===== src/rtl/dual_port_ram_param_if.sv =====
// -----------------------------------------------------------------------------
// dual_port_ram_param_if
// Bus bundle for the parametrised true dual-port RAM.
//   Port A : ena, wra, address_a, dina -> douta, valida
//   Port B : enb, wrb, address_b, dinb -> doutb, validb
//   Control: clear (request array zeroing) -> busy, collision
// master : the block issuing requests (datapath / testbench)
// slave  : the RAM itself
// -----------------------------------------------------------------------------
interface dual_port_ram_param_if #(
    parameter int DATA_W = 4,
    parameter int ADDR_W = 2
);
    logic              ena;
    logic              wra;
    logic [ADDR_W-1:0] address_a;
    logic [DATA_W-1:0] dina;
    logic [DATA_W-1:0] douta;
    logic              valida;

    logic              enb;
    logic              wrb;
    logic [ADDR_W-1:0] address_b;
    logic [DATA_W-1:0] dinb;
    logic [DATA_W-1:0] doutb;
    logic              validb;

    logic              clear;
    logic              busy;
    logic              collision;

    modport master (
        output ena, wra, address_a, dina,
        output enb, wrb, address_b, dinb,
        output clear,
        input  douta, valida, doutb, validb, busy, collision
    );

    modport slave (
        input  ena, wra, address_a, dina,
        input  enb, wrb, address_b, dinb,
        input  clear,
        output douta, valida, doutb, validb, busy, collision
    );
endinterface


===== src/rtl/dual_port_ram_param.sv =====
// -----------------------------------------------------------------------------
// dual_port_ram_param
// Single-clock true dual-port RAM with a hardware clear engine.
//   clk  : rising-edge clock for all logic
//   rst  : asynchronous active-high reset; starts a clear sweep
//   bus  : dual_port_ram_param_if.slave
//          two read/write ports with read-valid strobes, clear request,
//          busy (clear sweep running) and collision (both ports wrote the
//          same address; port A data kept).
// Parameters:
//   DATA_W    : word width
//   ADDR_W    : address width, DEPTH = 2**ADDR_W
//   OUT_REG   : 0 = read latency 1, 1 = extra output register (latency 2)
//   READ_MODE : cross-port same-address read during a write:
//               0 = old data, 1 = writer's data
// -----------------------------------------------------------------------------
module dual_port_ram_param #(
    parameter int DATA_W    = 4,
    parameter int ADDR_W    = 2,
    parameter int OUT_REG   = 0,
    parameter int READ_MODE = 0
) (
    input  logic                 clk,
    input  logic                 rst,
    dual_port_ram_param_if.slave bus
);
    localparam int                DEPTH     = 2 ** ADDR_W;
    localparam logic [ADDR_W-1:0] LAST_ADDR = ADDR_W'(DEPTH - 1);

    typedef enum logic {
        ST_CLEAR,
        ST_IDLE
    } state_t;

    state_t            state_q, state_d;
    logic [ADDR_W-1:0] ptr_q, ptr_d;
    logic              busy;
    logic              idle;

    logic [DATA_W-1:0] mem [DEPTH];

    // ---------------------------------------------------------------- FSM ---
    always_ff @(posedge clk or posedge rst) begin
        // NOTE: sequential state always uses non-blocking (<=) so every flop
        // samples the pre-edge values regardless of statement order.
        if (rst) begin
            state_q <= ST_CLEAR;
            ptr_q   <= '0;
        end else begin
            state_q <= state_d;
            ptr_q   <= ptr_d;
        end
    end

    always_comb begin
        // NOTE: every combinational output gets a default first, so no path
        // leaves it unassigned and no latch is inferred.
        state_d = state_q;
        ptr_d   = ptr_q;
        unique case (state_q)
            ST_CLEAR: begin
                ptr_d = ptr_q + 1'b1;
                if (ptr_q == LAST_ADDR) begin
                    state_d = ST_IDLE;
                    ptr_d   = '0;
                end
            end
            ST_IDLE: begin
                if (bus.clear) begin
                    state_d = ST_CLEAR;
                    ptr_d   = '0;
                end
            end
        endcase
    end

    always_comb begin
        busy = (state_q == ST_CLEAR);
        idle = ~busy;
    end

    // ------------------------------------------------------ port decoding ---
    logic              rd_a, rd_b, wr_a, wr_b;
    logic              same_addr, coll;
    logic [DATA_W-1:0] rdata_a, rdata_b;

    always_comb begin
        rd_a      = idle & bus.ena & ~bus.wra;
        wr_a      = idle & bus.ena &  bus.wra;
        rd_b      = idle & bus.enb & ~bus.wrb;
        wr_b      = idle & bus.enb &  bus.wrb;
        same_addr = (bus.address_a == bus.address_b);
        coll      = wr_a & wr_b & same_addr;

        // Array read returns pre-edge contents (read-first); write-first mode
        // forwards the other port's write data on an address match.
        rdata_a = mem[bus.address_a];
        rdata_b = mem[bus.address_b];
        if (READ_MODE != 0) begin
            if (wr_b && same_addr) rdata_a = bus.dinb;
            if (wr_a && same_addr) rdata_b = bus.dina;
        end
    end

    // ------------------------------------------------------------ storage ---
    logic              we_a, we_b;
    logic [ADDR_W-1:0] waddr_a;
    logic [DATA_W-1:0] wdata_a;

    always_comb begin
        we_a    = wr_a;
        waddr_a = bus.address_a;
        wdata_a = bus.dina;
        // Port A wins a same-address write; B's word is dropped.
        we_b    = wr_b & ~coll;
        // The clear sweep borrows port A's write path.
        if (busy) begin
            we_a    = 1'b1;
            waddr_a = ptr_q;
            wdata_a = '0;
        end
    end

    // NOTE: the storage array has no reset; the clear engine zeroes it so
    // it can still map onto a plain synchronous RAM macro.
    always_ff @(posedge clk) begin
        if (we_a) mem[waddr_a]       <= wdata_a;
        if (we_b) mem[bus.address_b] <= bus.dinb;
    end

    // ------------------------------------------------------- output stage ---
    logic [DATA_W-1:0] douta_q, douta_d, doutb_q, doutb_d;
    logic              valida_q, valida_d, validb_q, validb_d;
    logic              collision_q, collision_d;

    always_comb begin
        collision_d = coll;
    end

    generate
        if (OUT_REG == 0) begin : g_lat1
            always_comb begin
                valida_d = rd_a;
                validb_d = rd_b;
                douta_d  = rd_a ? rdata_a : douta_q;
                doutb_d  = rd_b ? rdata_b : doutb_q;
            end
        end else begin : g_lat2
            // Stage 1 captures the read; stage 2 presents it. Stage 2 keeps
            // running while busy so a read in flight at clear still lands.
            logic [DATA_W-1:0] s1_data_a_q, s1_data_a_d, s1_data_b_q, s1_data_b_d;
            logic              s1_valid_a_q, s1_valid_a_d, s1_valid_b_q, s1_valid_b_d;

            always_ff @(posedge clk or posedge rst) begin
                if (rst) begin
                    s1_data_a_q  <= '0;
                    s1_data_b_q  <= '0;
                    s1_valid_a_q <= 1'b0;
                    s1_valid_b_q <= 1'b0;
                end else begin
                    s1_data_a_q  <= s1_data_a_d;
                    s1_data_b_q  <= s1_data_b_d;
                    s1_valid_a_q <= s1_valid_a_d;
                    s1_valid_b_q <= s1_valid_b_d;
                end
            end

            always_comb begin
                s1_valid_a_d = rd_a;
                s1_valid_b_d = rd_b;
                s1_data_a_d  = rd_a ? rdata_a : s1_data_a_q;
                s1_data_b_d  = rd_b ? rdata_b : s1_data_b_q;
                valida_d     = s1_valid_a_q;
                validb_d     = s1_valid_b_q;
                douta_d      = s1_valid_a_q ? s1_data_a_q : douta_q;
                doutb_d      = s1_valid_b_q ? s1_data_b_q : doutb_q;
            end
        end
    endgenerate

    always_ff @(posedge clk or posedge rst) begin
        if (rst) begin
            douta_q     <= '0;
            doutb_q     <= '0;
            valida_q    <= 1'b0;
            validb_q    <= 1'b0;
            collision_q <= 1'b0;
        end else begin
            douta_q     <= douta_d;
            doutb_q     <= doutb_d;
            valida_q    <= valida_d;
            validb_q    <= validb_d;
            collision_q <= collision_d;
        end
    end

    assign bus.douta     = douta_q;
    assign bus.valida    = valida_q;
    assign bus.doutb     = doutb_q;
    assign bus.validb    = validb_q;
    assign bus.busy      = busy;
    assign bus.collision = collision_q;

endmodule


===== src/flat_wrapper.sv =====
// flat-port wrapper written by rule: the top's interface ports become plain ports
module dual_port_ram_param_flat 
#(
    parameter int DATA_W    = 4,
    parameter int ADDR_W    = 2,
    parameter int OUT_REG   = 0,
    parameter int READ_MODE = 0
)
  (clk, rst, bus_ena, bus_wra, bus_address_a, bus_dina, bus_enb, bus_wrb, bus_address_b, bus_dinb, bus_clear, bus_douta, bus_valida, bus_doutb, bus_validb, bus_busy, bus_collision);
  dual_port_ram_param_if #(.DATA_W(DATA_W), .ADDR_W(ADDR_W)) bus_i ();
  input  logic clk;
  input  logic rst;
  input wire logic [$bits(bus_i.ena)-1:0] bus_ena;
  input wire logic [$bits(bus_i.wra)-1:0] bus_wra;
  input wire logic [$bits(bus_i.address_a)-1:0] bus_address_a;
  input wire logic [$bits(bus_i.dina)-1:0] bus_dina;
  input wire logic [$bits(bus_i.enb)-1:0] bus_enb;
  input wire logic [$bits(bus_i.wrb)-1:0] bus_wrb;
  input wire logic [$bits(bus_i.address_b)-1:0] bus_address_b;
  input wire logic [$bits(bus_i.dinb)-1:0] bus_dinb;
  input wire logic [$bits(bus_i.clear)-1:0] bus_clear;
  output wire logic [$bits(bus_i.douta)-1:0] bus_douta;
  output wire logic [$bits(bus_i.valida)-1:0] bus_valida;
  output wire logic [$bits(bus_i.doutb)-1:0] bus_doutb;
  output wire logic [$bits(bus_i.validb)-1:0] bus_validb;
  output wire logic [$bits(bus_i.busy)-1:0] bus_busy;
  output wire logic [$bits(bus_i.collision)-1:0] bus_collision;
  assign bus_i.ena = bus_ena;
  assign bus_i.wra = bus_wra;
  assign bus_i.address_a = bus_address_a;
  assign bus_i.dina = bus_dina;
  assign bus_i.enb = bus_enb;
  assign bus_i.wrb = bus_wrb;
  assign bus_i.address_b = bus_address_b;
  assign bus_i.dinb = bus_dinb;
  assign bus_i.clear = bus_clear;
  assign bus_douta = bus_i.douta;
  assign bus_valida = bus_i.valida;
  assign bus_doutb = bus_i.doutb;
  assign bus_validb = bus_i.validb;
  assign bus_busy = bus_i.busy;
  assign bus_collision = bus_i.collision;
  dual_port_ram_param #(.DATA_W(DATA_W), .ADDR_W(ADDR_W), .OUT_REG(OUT_REG), .READ_MODE(READ_MODE)) u_core (.clk(clk), .rst(rst), .bus(bus_i));
endmodule

===== config.mk =====
export PLATFORM = sky130hd
export DESIGN_NAME = dual_port_ram_param_flat
export DESIGN_NICKNAME = d
export VERILOG_FILES = /design/src/rtl/dual_port_ram_param_if.sv /design/src/rtl/dual_port_ram_param.sv /design/src/flat_wrapper.sv
export SDC_FILE = /design/constraint.sdc
export NUM_CORES = 1
export LEC_CHECK = 0
export CELL_PAD_IN_SITES_DETAIL_PLACEMENT = 0
export CELL_PAD_IN_SITES_GLOBAL_PLACEMENT = 1
export CORE_ASPECT_RATIO = 0.8
export CORE_MARGIN = 10
export CORE_UTILIZATION = 43
export DETAILED_ROUTE_END_ITERATION = 16
export MAX_ROUTING_LAYER = met4
export PLACE_DENSITY_LB_ADDON = 0.2
export SYNTH_ARGS = -nofsm -noshare
export SYNTH_HDL_FRONTEND = slang
export SYNTH_SLANG_ARGS = --single-unit
export TNS_END_PERCENT = 50

===== constraint.sdc =====
create_clock -name clk -period 2.35 [get_ports clk]
set_input_delay 0.47 -clock clk [delete_from_list [all_inputs] [get_ports clk]]
set_output_delay 0.47 -clock clk [all_outputs]
set_load 0.005 [all_outputs]

# --- Word level (Yosys, flattened, before mapping) ---
# Memories as Yosys holds them, arrays and structs flattened. A register that Yosys moved wholly into a read port is not among the register bits.
# Cells that the tools add are included.
word_totals:
  regBits: 6
  ram_bits: 16
  output_inout_bits: 12
  word_cells: 36
  mem_count: 1
memory_table:
  columns: ["name", "words", "width", "rd", "rd_ports_with_merged_regs", "wr", "line_no", "source"]
  rows:
  - ["u_core.mem", 4, 4, 2, 2, 2, "dual_port_ram_param.sv:40", "logic [DATA_W-1:0] mem [DEPTH];"]
classes:
  n_addsub: 1
  n_eq_ne: 3
  muxes: 13
  bitwise: 13
op_table:
  columns: ["cell", "n"]
  rows:
  - ["bitwise AND 1 bit", 9]
  - ["2-to-1 mux 1 bit", 7]
  - ["2-to-1 mux 2 bit", 3]
  - ["2-to-1 mux 4 bit", 1]
  - ["inverter 1 bit", 4]
  - ["one-hot mux 2 bit (2 select lines)", 1]
  - ["adder 2 x 1 -> 2 bit, second input constant", 1]
  - ["equality test 2 bit", 1]
  - ["equality test 2 bit, second input constant", 1]
  - ["inequality test 2 bit, second input constant", 1]
  - ["one-hot mux 1 bit (2 select lines)", 1]

# --- Depth between registers and ports, before layout ---
logic_depth:
  word_depth: 8
  mapped_depth: 5
  mapped_depth_nobuf: 4

# --- Worst setup path after synthesis ---
# No wires, ideal clock.
synth_timing:
  kind: "input -> register"
  start: "input port bus_address_b[0]"
  end: "memory u_core.mem[1][0], data pin"
  setup_time_ps: 260
  arrival_time_ps: 1654
  required_time_ps: 2090
  setup_slack_ps: 436
  path_stages: 5
  n_path_buf: 1
  path_cell_list: "buf_6 > xor2_1 > or3_4 > nand4b_4 > mux2_4"
synth_lines:
  columns: ["element", "line_no", "source"]
  rows:
  - ["start: declaration", "flat_wrapper.sv:19", "input wire logic [$bits(bus_i.address_b)-1:0] bus_address_b;"]
  - ["end: declaration", "dual_port_ram_param.sv:40", null]

==> flow_metrics.py <==
metrics = {
    "floorplanning": {
        "core_um2": 3750,
        "rows": 20,
        "die_x_um": 89.5,
        "start_util_pct": 44.3,
        "ioPinCount": 31,
        "die_area_um2": 6770,
        "die_h_um": 75.6,
    },
    "sta": {
        "finalCritPeriodShare_pct": 90.0,
        "clock_skew_ns": 0.00667,
        "max_freq_ghz": 0.473,
        "setup_tns_ns": 0,
        "tightest_slew_ns": 0.727,
        "setup_slack_ns": 0.235,
        "setup_viol": 0,
        "finalHoldViolCount": 0,
        "period_needed_ns": 2.12,
        "rsz0062_at_grt": "false",
        "finalMaxSlewViolations": 0,
        "relSlewSlack_pct": 51.1,
    },
    "route": {
        "wl_um": 3560,
        "firstDrtPassIters": 4,
        "wl_per_cell_um": 18.5,
        "drt-initial-drc-count": 73,
        "ant_nets": 0,
        "dr_total_vias": 1028,
        "avgViaCountPerCell": 5.35,
        "drc_errors": 0,
    },
    "grt": {
        "antenna_found_initial": 0,
        "overflow": 0,
        "grt_pass1_wl_um": 5710,
        "grt.total_usage_pct": 11.8,
        "grt_pass1_vias": 1064,
        "grt_start_max_net_pins": 15,
    },
    "clock_network": {
        "cts_buffer_depth": 2,
        "cts_hold_buf": 0,
        "tritoncts": "done",
        "cts_resized": 0,
        "cts_made_buffers": 5,
        "htreeDepth": 2,
        "numClockSinks": 30,
        "post_cts.repair.setup_buffers": 0,
        "clk_pin_slew_ns": 0.06,
        "clk_latency_ns": 0.28,
        "clockRootBuffer": "clkbuf_8",
    },
    "cells_and_area": {
        "syn_to_final_growth_pct": 30.9,
        "insertedDiodeCount": 0,
        "layout.nets": 167,
        "drive_above_1_share_pct": 29.1,
    },
    "worst_setup_path": {
        "crit_path_max_fanout": 5,
        "cp-end-kind": "flip-flop",
        "arrival_ns": 2.06,
        "required_ns": 2.30,
        "crit_type": "input pin to flip-flop",
        "r2r_start": "u_core.idle",
        "critPathLaunch": "bus_address_b[0]",
        "critPathLaunchType": "input pin",
    },
    "synth": {
        "syn_area_um2": 1660,
        "synthCells": 107,
        "ys.warnings.count": 0,
        "yosysSeqAreaShare_pct": 50.0,
        "synth_nets": 127,
        "syn_avg_cell_area_um2": 15.5,
        "yosysUniqueCellTypes": 30,
        "ys_ff_latch": 30,
    },
    "min_path": {
        "hold_path.class": "flip-flop to flip-flop",
        "hp-start": "u_core.bus.doutb[0]",
    },
    "power": {
        "peakVddDrop_mv": 0.444,
        "powerDensity_nw_per_um2": 1060,
        "p_leak_nw": 0.897,
    },
    "outcome": {
        "status": "finished clean",
    },
    "run": {
        "drv_cap": 0,
    },
    "place": {
        "hpwl_um": 2850,
        "place_ws_ns": -0.0712,
        "io_buffers": 30,
        "place.gp.congestion": 0.841,
    },
}
[synth_stat cells (all sizes together)]
library cell	number	share of area [%]
o2bb2ai	1	0.53
mux4	8	12
inv	4	0.90
nor2b	1	0.38
nand2	3	0.68
nand3b	3	1.4
xor2	2	1.1
mux2i	1	0.60
nand4b	2	2.9
nor2	2	0.45
nand2b	1	0.38
edfxtp	16	29
mux2	25	18
ha	1	0.75
nand3	2	1.4
and2	4	1.5
a41oi	1	0.53
or3	1	0.68
buf	4	2.1
dfrtp	14	21
o21ai	7	2.1
and3	1	0.45
clkbuf	2	0.45
nand4	1	1.3
[report_power, final]
part | total (mW) | internal [mW] | switching, mW | leakage (nW)
registers | 0.948 | 0.814 | 0.134 | 0.331
logic | 0.737 | 0.455 | 0.282 | 0.500
clock network | 0.611 | 0.419 | 0.191 | 0.0658
total | 2.30 | 1.69 | 0.607 | 0.897
[flip-flops by register name, indices dropped and copies added (netlist names)]
name                  count
u_core.bus.douta          4
u_core.bus.valida         1
u_core.ptr_q              2
u_core.bus.validb         1
u_core.bus.collision      1
u_core.bus.doutb          4
u_core.idle               1
u_core.mem               16
[cell type report]
class                   instances  area (µm²)
flip-flops and latches         30         831
fillers                       307        1580
multi-input cells              67         773
well taps                      44        55.1
inverters                       4        15.0
clock buffers                   5        68.8
repair buffers                 39         368
clock inverters                 3        63.8
[cell usage in the layout, fill, tap and decap left out, types with 2 or more instances in the layout]
cell type	netlist	layout
and2_1	4	4
buf_4	1	9
bufinv_16	0	2
clkbuf_8	0	5
clkdlybuf4s50_1	0	30
dfrtp_1	14	14
edfxtp_1	16	16
inv_1	4	4
mux2_1	8	8
mux2_2	13	13
mux2_4	4	4
mux4_1	4	4
mux4_2	4	4
nand2_1	3	3
nand3b_1	3	3
nand4b_4	2	2
nor2_1	2	2
o21ai_0	7	7
xor2_1	2	2
[routing by layer]
metal | GRT usage [%] | routed length (µm)
met5 | - | 0
met4 | 5.28 | 0
met3 | 3.63 | 204
met2 | 17.4 | 1670
met1 | 14.8 | 1680
[critical path: stages]
cell and delay (ns):
clkdlybuf4s50_1 0.47, xor2_1 0.19, or3_4 0.46, nand4b_4 0.17, o21ai_0 0.30
[cell families after synthesis]
family	share of synthesized area [%]
buffers and inverters	3.46
DFF	50.0
muxes	30.2
AOI/OAI and AO/OA	3.16
and+or+nand+nor	11.4
xor gates and xnor gates	1.05
adders and majority gates	0.753
[metrics by stage]
stage	power [mW]	utilization, %	hold slack (ns)	instance area, µm²	cells
detailed placement	1.71	54.4	0.496	2040	184
global placement	1.68	54.4	0.488	2040	184
CTS	2.33	57.9	0.510	2170	192
global route	2.43	57.9	0.527	2170	192
finish	2.30	57.9	0.503	2170	192
floorplan	1.33	-	0.359	1660	107
[final timing paths]
check	end	cells after the start	slack, ns
max	u_core.mem[2][3]	5	0.23
min	u_core.bus.doutb[0]	1	0.50
max reg2reg	u_core.mem[2][3]	2	0.41
min reg2reg	u_core.bus.doutb[0]	1	0.50
max in group asynchronous	u_core.bus.douta[1]	2	1.44
min in group asynchronous	u_core.ptr_q[1]	2	0.55
No activity file was read; power rests on OpenSTA's default activity.
